[src/rtl/exu_disp_pkg.sv]
// Shared core package: opcode constants, opcode width and dispatcher FSM states.
package exu_disp_pkg;

    localparam int OPC_W = 7;

    localparam logic [OPC_W-1:0] OPCODE_LOAD     = 7'h03;
    localparam logic [OPC_W-1:0] OPCODE_MISC_MEM = 7'h0F;
    localparam logic [OPC_W-1:0] OPCODE_OP_IMM   = 7'h13;
    localparam logic [OPC_W-1:0] OPCODE_AUIPC    = 7'h17;
    localparam logic [OPC_W-1:0] OPCODE_STORE    = 7'h23;
    localparam logic [OPC_W-1:0] OPCODE_OP       = 7'h33;
    localparam logic [OPC_W-1:0] OPCODE_LUI      = 7'h37;
    localparam logic [OPC_W-1:0] OPCODE_BRANCH   = 7'h63;
    localparam logic [OPC_W-1:0] OPCODE_JALR     = 7'h67;
    localparam logic [OPC_W-1:0] OPCODE_JAL      = 7'h6F;
    localparam logic [OPC_W-1:0] OPCODE_SYSTEM   = 7'h73;

    typedef enum logic {
        ST_IDLE = 1'b0,
        ST_WAIT = 1'b1
    } disp_state_e;

endpackage

[src/rtl/exu_disp_dec.sv]
// Opcode-to-channel lookup: one-hot lowest-index matching channel plus hit flag.
import exu_disp_pkg::*;

module exu_disp_dec #(
    parameter int                                  CHN_NUM     = 4,
    parameter int                                  OPC_PER_CHN = 4,
    parameter logic [CHN_NUM*OPC_PER_CHN*OPC_W-1:0] OPC_MAP    = '0
) (
    input  logic [OPC_W-1:0]   i_opc,
    output logic [CHN_NUM-1:0] o_match,
    output logic               o_hit
);

    logic [CHN_NUM-1:0] w_raw;

    // A zero slot is an unused entry and never matches.
    always_comb begin
        w_raw = '0;
        for (int c = 0; c < CHN_NUM; c++) begin
            for (int s = 0; s < OPC_PER_CHN; s++) begin
                if ((OPC_MAP[(c*OPC_PER_CHN+s)*OPC_W +: OPC_W] != '0) &&
                    (OPC_MAP[(c*OPC_PER_CHN+s)*OPC_W +: OPC_W] == i_opc)) begin
                    w_raw[c] = 1'b1;
                end
            end
        end
    end

    assign o_match = w_raw & (~w_raw + CHN_NUM'(1));
    assign o_hit   = |w_raw;

endmodule

[src/rtl/exu_disp.sv]
// Execute-stage dispatcher: routes an instruction to one handler channel and retires it.
// Optional watchdog on multi-cycle channels enabled by EXU_DISP_WDOG_EN.
import exu_disp_pkg::*;

module exu_disp #(
    parameter int                                  CHN_NUM     = 4,
    parameter int                                  OPC_PER_CHN = 4,
    parameter logic [CHN_NUM*OPC_PER_CHN*OPC_W-1:0] OPC_MAP    = '0,
    parameter logic [CHN_NUM-1:0]                   CHN_1CYC   = '1,
    parameter int                                  TIMEOUT_CYC = 1024
) (
    input  logic               clk,
    input  logic               rst,
    input  logic               ex_vld,
    input  logic [31:0]        ex_ir,
    output logic               ex_rdy,
    output logic               ex_illegal,
    output logic [CHN_NUM-1:0] chn_vld,
    input  logic [CHN_NUM-1:0] chn_rdy,
    input  logic [CHN_NUM-1:0] chn_done,
    output logic [CHN_NUM-1:0] chn_sel,
    output logic [31:0]        chn_ir,
    output logic               busy,
    output logic [31:0]        ret_cnt,
    output logic               err
);

    localparam int CW = (CHN_NUM > 1) ? $clog2(CHN_NUM) : 1;

    if (CHN_NUM < 1 || CHN_NUM > 8 || TIMEOUT_CYC < 1) begin : g_bad_cfg
        $error("exu_disp: unsupported CHN_NUM or TIMEOUT_CYC");
    end

    disp_state_e        r_state;
    disp_state_e        w_nxt;
    logic [CW-1:0]      r_chn;
    logic [CW-1:0]      w_chn_nxt;
    logic [CW-1:0]      w_acc_idx;
    logic [31:0]        r_ret_cnt;
    logic [CHN_NUM-1:0] w_match;
    logic [CHN_NUM-1:0] w_own;
    logic               w_hit;
    logic               w_done;
    logic               w_expire;

    exu_disp_dec #(
        .CHN_NUM     (CHN_NUM),
        .OPC_PER_CHN (OPC_PER_CHN),
        .OPC_MAP     (OPC_MAP)
    ) u_dec (
        .i_opc   (ex_ir[OPC_W-1:0]),
        .o_match (w_match),
        .o_hit   (w_hit)
    );

    always_comb begin
        w_acc_idx = '0;
        w_own     = '0;
        for (int c = 0; c < CHN_NUM; c++) begin
            if (w_match[c]) w_acc_idx = CW'(c);
            w_own[c] = (r_chn == CW'(c));
        end
    end

    assign w_done = |(chn_done & w_own);

`ifdef EXU_DISP_WDOG_EN
    localparam int TW = $clog2(TIMEOUT_CYC + 1);

    logic [TW-1:0] r_wdog;

    assign w_expire = (r_state == ST_WAIT) &&
                      (r_wdog == TW'(TIMEOUT_CYC - 1));

    // Counts WAIT cycles already spent; cleared whenever WAIT is left.
    always_ff @(posedge clk) begin
        if (rst) begin
            r_wdog <= '0;
        end else if (r_state == ST_WAIT && w_nxt == ST_WAIT) begin
            r_wdog <= r_wdog + TW'(1);
        end else begin
            r_wdog <= '0;
        end
    end
`else
    assign w_expire = 1'b0;
`endif

    // Outputs are gated by rst so an abandoned WAIT never retires.
    always_comb begin
        w_nxt      = r_state;
        w_chn_nxt  = r_chn;
        ex_rdy     = 1'b0;
        ex_illegal = 1'b0;
        err        = 1'b0;
        chn_vld    = '0;
        chn_sel    = '0;
        if (!rst) begin
            case (r_state)
                ST_IDLE: begin
                    if (ex_vld && w_hit) begin
                        chn_vld = w_match;
                        chn_sel = w_match;
                        if (|(chn_rdy & w_match)) begin
                            if (|(CHN_1CYC & w_match)) begin
                                ex_rdy = 1'b1;
                            end else begin
                                w_nxt     = ST_WAIT;
                                w_chn_nxt = w_acc_idx;
                            end
                        end
                    end else if (ex_vld) begin
                        ex_rdy     = 1'b1;
                        ex_illegal = 1'b1;
                    end
                end
                ST_WAIT: begin
                    chn_sel = w_own;
                    if (w_done) begin
                        ex_rdy = 1'b1;
                        w_nxt  = ST_IDLE;
                    end else if (w_expire) begin
                        ex_rdy = 1'b1;
                        err    = 1'b1;
                        w_nxt  = ST_IDLE;
                    end
                end
                default: w_nxt = ST_IDLE;
            endcase
        end
    end

    always_ff @(posedge clk) begin
        if (rst) begin
            r_state   <= ST_IDLE;
            r_chn     <= '0;
            r_ret_cnt <= '0;
        end else begin
            r_state <= w_nxt;
            r_chn   <= w_chn_nxt;
            if (ex_rdy) r_ret_cnt <= r_ret_cnt + 32'd1;
        end
    end

    assign busy    = !rst && (r_state == ST_WAIT);
    assign chn_ir  = ex_ir;
    assign ret_cnt = r_ret_cnt;

endmodule

[config.mk]
export PLATFORM = sky130hd
export DESIGN_NAME = exu_disp
export DESIGN_NICKNAME = d
export VERILOG_FILES = /design/src/rtl/exu_disp_pkg.sv /design/src/rtl/exu_disp_dec.sv /design/src/rtl/exu_disp.sv
export SDC_FILE = /design/constraint.sdc
export NUM_CORES = 1
export LEC_CHECK = 0
export ABC_AREA = 1
export BUFFER_PORTS_ARGS = -buffer_cell sky130_fd_sc_hd__buf_2
export CAP_MARGIN = 20
export CORE_UTILIZATION = 41
export DETAILED_ROUTE_END_ITERATION = 6
export GPL_TIMING_DRIVEN = 0
export PLACE_DENSITY = 0.86
export SYNTH_ARGS = -nofsm -noshare
export SYNTH_HDL_FRONTEND = slang
export SYNTH_SLANG_ARGS = --single-unit
[constraint.sdc]
create_clock -name clk -period 1.5 [get_ports clk]
set_clock_uncertainty 0.15 [all_clocks]
set_input_delay 0.3 -clock clk [delete_from_list [all_inputs] [get_ports clk]]
set_output_delay 0.3 -clock clk [all_outputs]
set_load 0.1 [all_outputs]
* After elaboration in Yosys (flattened, before gate mapping) *
Index checks and enable logic that the tools add are counted.

word-level totals
  word-level logic and storage cells = 16
  register bits after elaboration = 33
  input bits = 43
  output and inout port bits = 76

operators by class
  bitwise gates (word level) = 1
  reductions and logical operators = 2
  multiplexer cells = 10
  add/sub/neg operators = 1

operator list
  operator                                                         number
  32-bit by 1-bit adder with 32-bit output, second input constant  1
  4-bit one-hot mux with 2 select lines                            1
  1-bit 2-to-1 mux                                                 6
  4-bit 2-to-1 mux                                                 1
  1-bit one-hot mux with 2 select lines                            2
  1-bit logical AND                                                1
  1-bit logical NOT                                                1
  1-bit inverter                                                   1

* Depth between registers and ports, before layout *
  word-level depth = 3
  mapped depth = 10
  mapped depth without buffers = 10

* Hierarchy *
From an unflattened synthesis, not the netlist that was laid out.

second synthesis, totals
  cells, all modules = 429
  area, all modules = 2,612.5 µm²

modules (own cells, without submodules)
  module        sequential area each (µm²)  area an instance (µm²)  cells each  instances
  exu_disp      700.7                       2,571.2                 423         1
  exu_disp_dec  0.0                         41.3                    6           1

* Least setup slack after synthesis *
No wires, ideal clock.

  path type = input -> output
  from = input port rst
  to = output port chn_sel[0]
  path slack = -1.236 ns
  arrival time = 2.286 ns
  cell stages on the path = 3
  cells stage by stage = clkbuf_1 -> nor2_1 -> buf_4

between the ends
  word-level cells in the longest chain between the ends = 1

ends and longest elaborated chain
  what                RTL line        RTL
  start: declaration  exu_disp.sv:13  input logic rst,
  4-bit 2-to-1 mux    exu_disp.sv:98  if (!rst) begin
  end: declaration    exu_disp.sv:21  output logic [CHN_NUM-1:0] chn_sel,

No other way between the ends.

* Worst setup path after layout *
  from = register r_state
  to = output port chn_sel[0]

between the ends
  word-level cells in the longest chain between the ends = 3

ends and longest elaborated chain
  what                                     RTL line         RTL
  start: declaration                       exu_disp.sv:34   disp_state_e r_state;
  start signal: assignment                 exu_disp.sv:139  r_state <= w_nxt;
  1-bit inverter                           -
  4-bit one-hot mux with 2 select lines *  exu_disp.sv:99   case (r_state)
  4-bit 2-to-1 mux *                       exu_disp.sv:98

Mark *: on every way between the ends. The rest lies on a longest branch, timed or not. The select of a mux whose other input is x is not followed.

==> qor.tcl <==
set qor(outcome) {finished with violations}
set qor(violations) {negative setup slack}
set qor(setup-violations-final) 12
set qor(synth.top_cell.area_share_pct) 30.2
set qor(slew_worst_pin_ns) 0.535
set qor(yosys_warnings) 0
set qor(synth_adder_area_share_pct) 0.572
set qor(avgSynthCellArea_um2) 6.79
set qor(crit_path_end_kind) {output pin}
set qor(post-route-cell-area_mm2) 0.00326
set qor(max_cap_viols) 0
set qor(finalWirelength_mm) 6.16
set qor(pwr_density_cell_mw_per_mm2) 680
set qor(fraction_of_final_layout_cells_sized_beyond_drive_strength_1_pct) 51.4
set qor(chipHeight_um) 75.0
set qor(period_share_pct) 107
set qor(globalRouteTotalUtil_pct) 22.0
set qor(number_of_nets_in_the_layout) 459
set qor(boundaryPins) 119
set qor(muxShareOfSynthArea_pct) 0
set qor(post_route_minimum_period_ns) 1.60
set qor(holdPathStages) 2
set qor(finalMaxSlewViolations) 0
set qor(placementRows) 26
set qor(grt_max_degree) 11
set qor(drtPass1Iterations) 5
set qor(die_boundary_width_um) 75.0
set qor(hold_end) {r_state$_SDFF_PP0_}
set qor(cellLeakagePower_nw) 1.42
set qor(clk_pin_slew_ns) 0.07
set qor(rsz0062_at_grt) {true}
set qor(largest_family_of_logic_cells_by_synthesized_area) {simple AND/OR/NAND/NOR gates}
set qor(yosys.cell_count.top_type) {nand2_1}
set qor(min_path_type) {in2reg}
set qor(ys_async_sr_fraction_pct) 0
set qor(numCtsBuffers) 5
set qor(synthToLayoutAreaGrowth_pct) 49.2
set qor(floorplan.core_area_mm2) 0.00511
set qor(max_slew_margin_pct) 64.3
set qor(hold_path_startpoint) {chn_done[0]}
set qor(drt_drc_violations_left) 0
set qor(worstReg2RegEnd) {ret_cnt[30]$_SDFFE_PP0P_}
set qor(distinct_cells_synth) 28
set qor(ctsHoldBuffers) 0
set qor(arrival_time_worst_endpoint_ns) 1.15
set qor(synthesized_cell_area_mm2) 0.00219
set qor(ctsRootBufferMaster) {clkbuf_8}
set qor(yosys_register_bits) 33
set qor(final_core_utilization_pct) 63.9
set qor(post_dp_cell_area_mm2) 0.00283
set qor(synth.top_cells.by_area) {dfxtp_1, buf_4, nand2_1, nor2_1, inv_1}
set qor(cts_buffer_depth) 2
set qor(synth_area_leader_cell) {dfxtp_1}
set qor(power.ir.vdd_worst_mv) 0.485
set qor(synth_common_cells) {nand2_1, nor2_1, buf_4}
set qor(post_drt_wl_per_cell_um) 12.7
set qor(cp_data_required_time_ns) 1.05
set qor(synth_simple_gate_area_share_pct) 38.7
set qor(startpoint_type) {register}
set qor(flip_flop_cell_with_the_highest_count_after_synthesis) {dfxtp_1}
set qor(path_class) {reg2out}
set qor(num_vias) 2457
set qor(nFillCells) 417
set qor(achievable-frequency_mhz) 624
set qor(avgViaCountPerCell) 5.06
set qor(final.hold.worst_slack_ns) 0.0504
set qor(drt_iter0_drc) 120
set qor(final-hold-violation-count) 0
set qor(clock_tree.htree_level_count) 2
set qor(wire_length_of_the_first_global_routing_pass_mm) 9.32
set qor(grt_pass1_vias) 2153
set qor(cts_tree) {built}
set qor(timing.critical_path.fanout_max) 4
set qor(place_hpwl_mm) 4.29
set qor(buffer_ports.inserted) 71
set qor(yosys.area_share.xor_xnor_pct) 2.00
set qor(grt_antenna_before_repair) 0
set qor(grt_overflow) 0
set qor(placedCellCount) 470
set qor(reg2reg_path_depth) 10
set qor(design.die.area_mm2) 0.00563
set qor(numClockSinks) 33
set qor(synth_sequential_area_ratio_pct) 30.2
set qor(synth-edff-count) 0
set qor(gp_routability_congestion) 0.888
set qor(worstSkewPairLatency_ns) 0.30
set qor(final_cells) 486
set qor(syn_inst) 322
set qor(initial_utilization_pct) 42.8
set qor(reg_to_reg_setup_timing_slack_ns) -0.08
set qor(report.power.total_w) 0.00222
set qor(insertedDiodeCount) 0
set qor(r2r_start) {ret_cnt[0]$_SDFFE_PP0P_}
set qor(fin_worst_setup_slack_ns) -0.102
set qor(synth_compound_gate_area_share_pct) 7.72
set qor(ant_nets) 0
[per-layer routing]
| metal | vias up | wire [um] | global-route usage, % |
|---|---|---|---|
| met5 | - | 0 | 0 |
| met4 | 0 | 102 | 10.1 |
| met3 | 12 | 477 | 3.61 |
| met2 | 114 | 3300 | 40.4 |
| met1 | 1146 | 2270 | 24.8 |
| li1 | 1185 | - | - |
[timing repair]
| action | 4_1_cts | 5_1_grt |
|---|---|---|
| endpoints found under the setup margin | 53 | 29 |
| pin swaps | 5 | 15 |
| setup buffers | 5 | 3 |
| resized for setup | 55 | 34 |
[worst max-delay path by stage]
stage                                       start                        to  slack, ns  cells past startpoint
after floorplan           ret_cnt[0]$_SDFFE_PP0P_  ret_cnt[30]$_SDFFE_PP0P_      -0.22                     10
after global placement                        rst                    ex_rdy      -0.27                      5
after detailed placement                      rst                    ex_rdy      -0.28                      5
after CTS                      r_state$_SDFF_PP0_                    ex_rdy       -0.1                      4
after global routing      ret_cnt[0]$_SDFFE_PP0P_  ret_cnt[22]$_SDFFE_PP0P_      -0.15                     10
final                          r_state$_SDFF_PP0_                chn_sel[0]      -0.10                      4
[flip-flops by register name (all words and copies together) (netlist names)]
name,flops
ret_cnt,32
r_state,1
[power breakdown]
group	switching [W]	internal, W
Combinational	0.000561	0.000142
Sequential	0.00000916	0.000834
Clock	0.000341	0.000330
Total	0.000911	0.00131
[worst max-delay path: stages (launching register included)]
cell	delay (ns)
dfxtp_4	0.38
inv_6	0.05
nor2_4	0.15
buf_12	0.12
buf_12	0.16
[logic make-up (layout without fill, tap and decap cells)]
family / Yosys count / count (layout)
AND/OR/NAND/NOR: 172 / 172
XOR/XNOR: 5 / 5
buffers and inverters: 79 / 166
flip-flops: 33 / 33
adder cells (fa/ha/maj): 1 / 1
other: 1 / 8
AO/OA/AOI/OAI: 31 / 31
[placed cells by master (no fill, tap or decap), drive strengths merged]
cell / netlist / routed
buf: 43 / 123
nor2: 63 / 63
nand2: 62 / 62
inv: 35 / 34
dfxtp: 33 / 33
nand3: 24 / 24
nand4: 16 / 16
a21oi: 13 / 13
o21ai: 13 / 13
conb: 1 / 8
clkbuf: 1 / 8
nor3: 7 / 7
xor2: 5 / 5
o21bai: 3 / 3
clkinvlp: 0 / 1
o211a: 1 / 1
a31oi: 1 / 1
ha: 1 / 1
[cell type report]
class                      count  area [um2]  share of cell area (%)
clock buffer                   8        80.1                    2.45
multi-input combinational    217        1290                    39.4
buffer                        44         333                    10.2
timing repair buffer          79         563                    17.3
inverter                      35         143                    4.37
sequential                    33         771                    23.6
tap                           70        87.6                    2.68
[metrics by stage]
step                worst slack [ns]  TNS (ns)
global placement              -0.270     -2.84
finish                        -0.102    -0.679
floorplan                     -0.218     -1.75
global route                  -0.152     -1.81
CTS                          -0.0959    -0.754
detailed placement            -0.280     -3.52
Power figures use the tool's default switching activity.
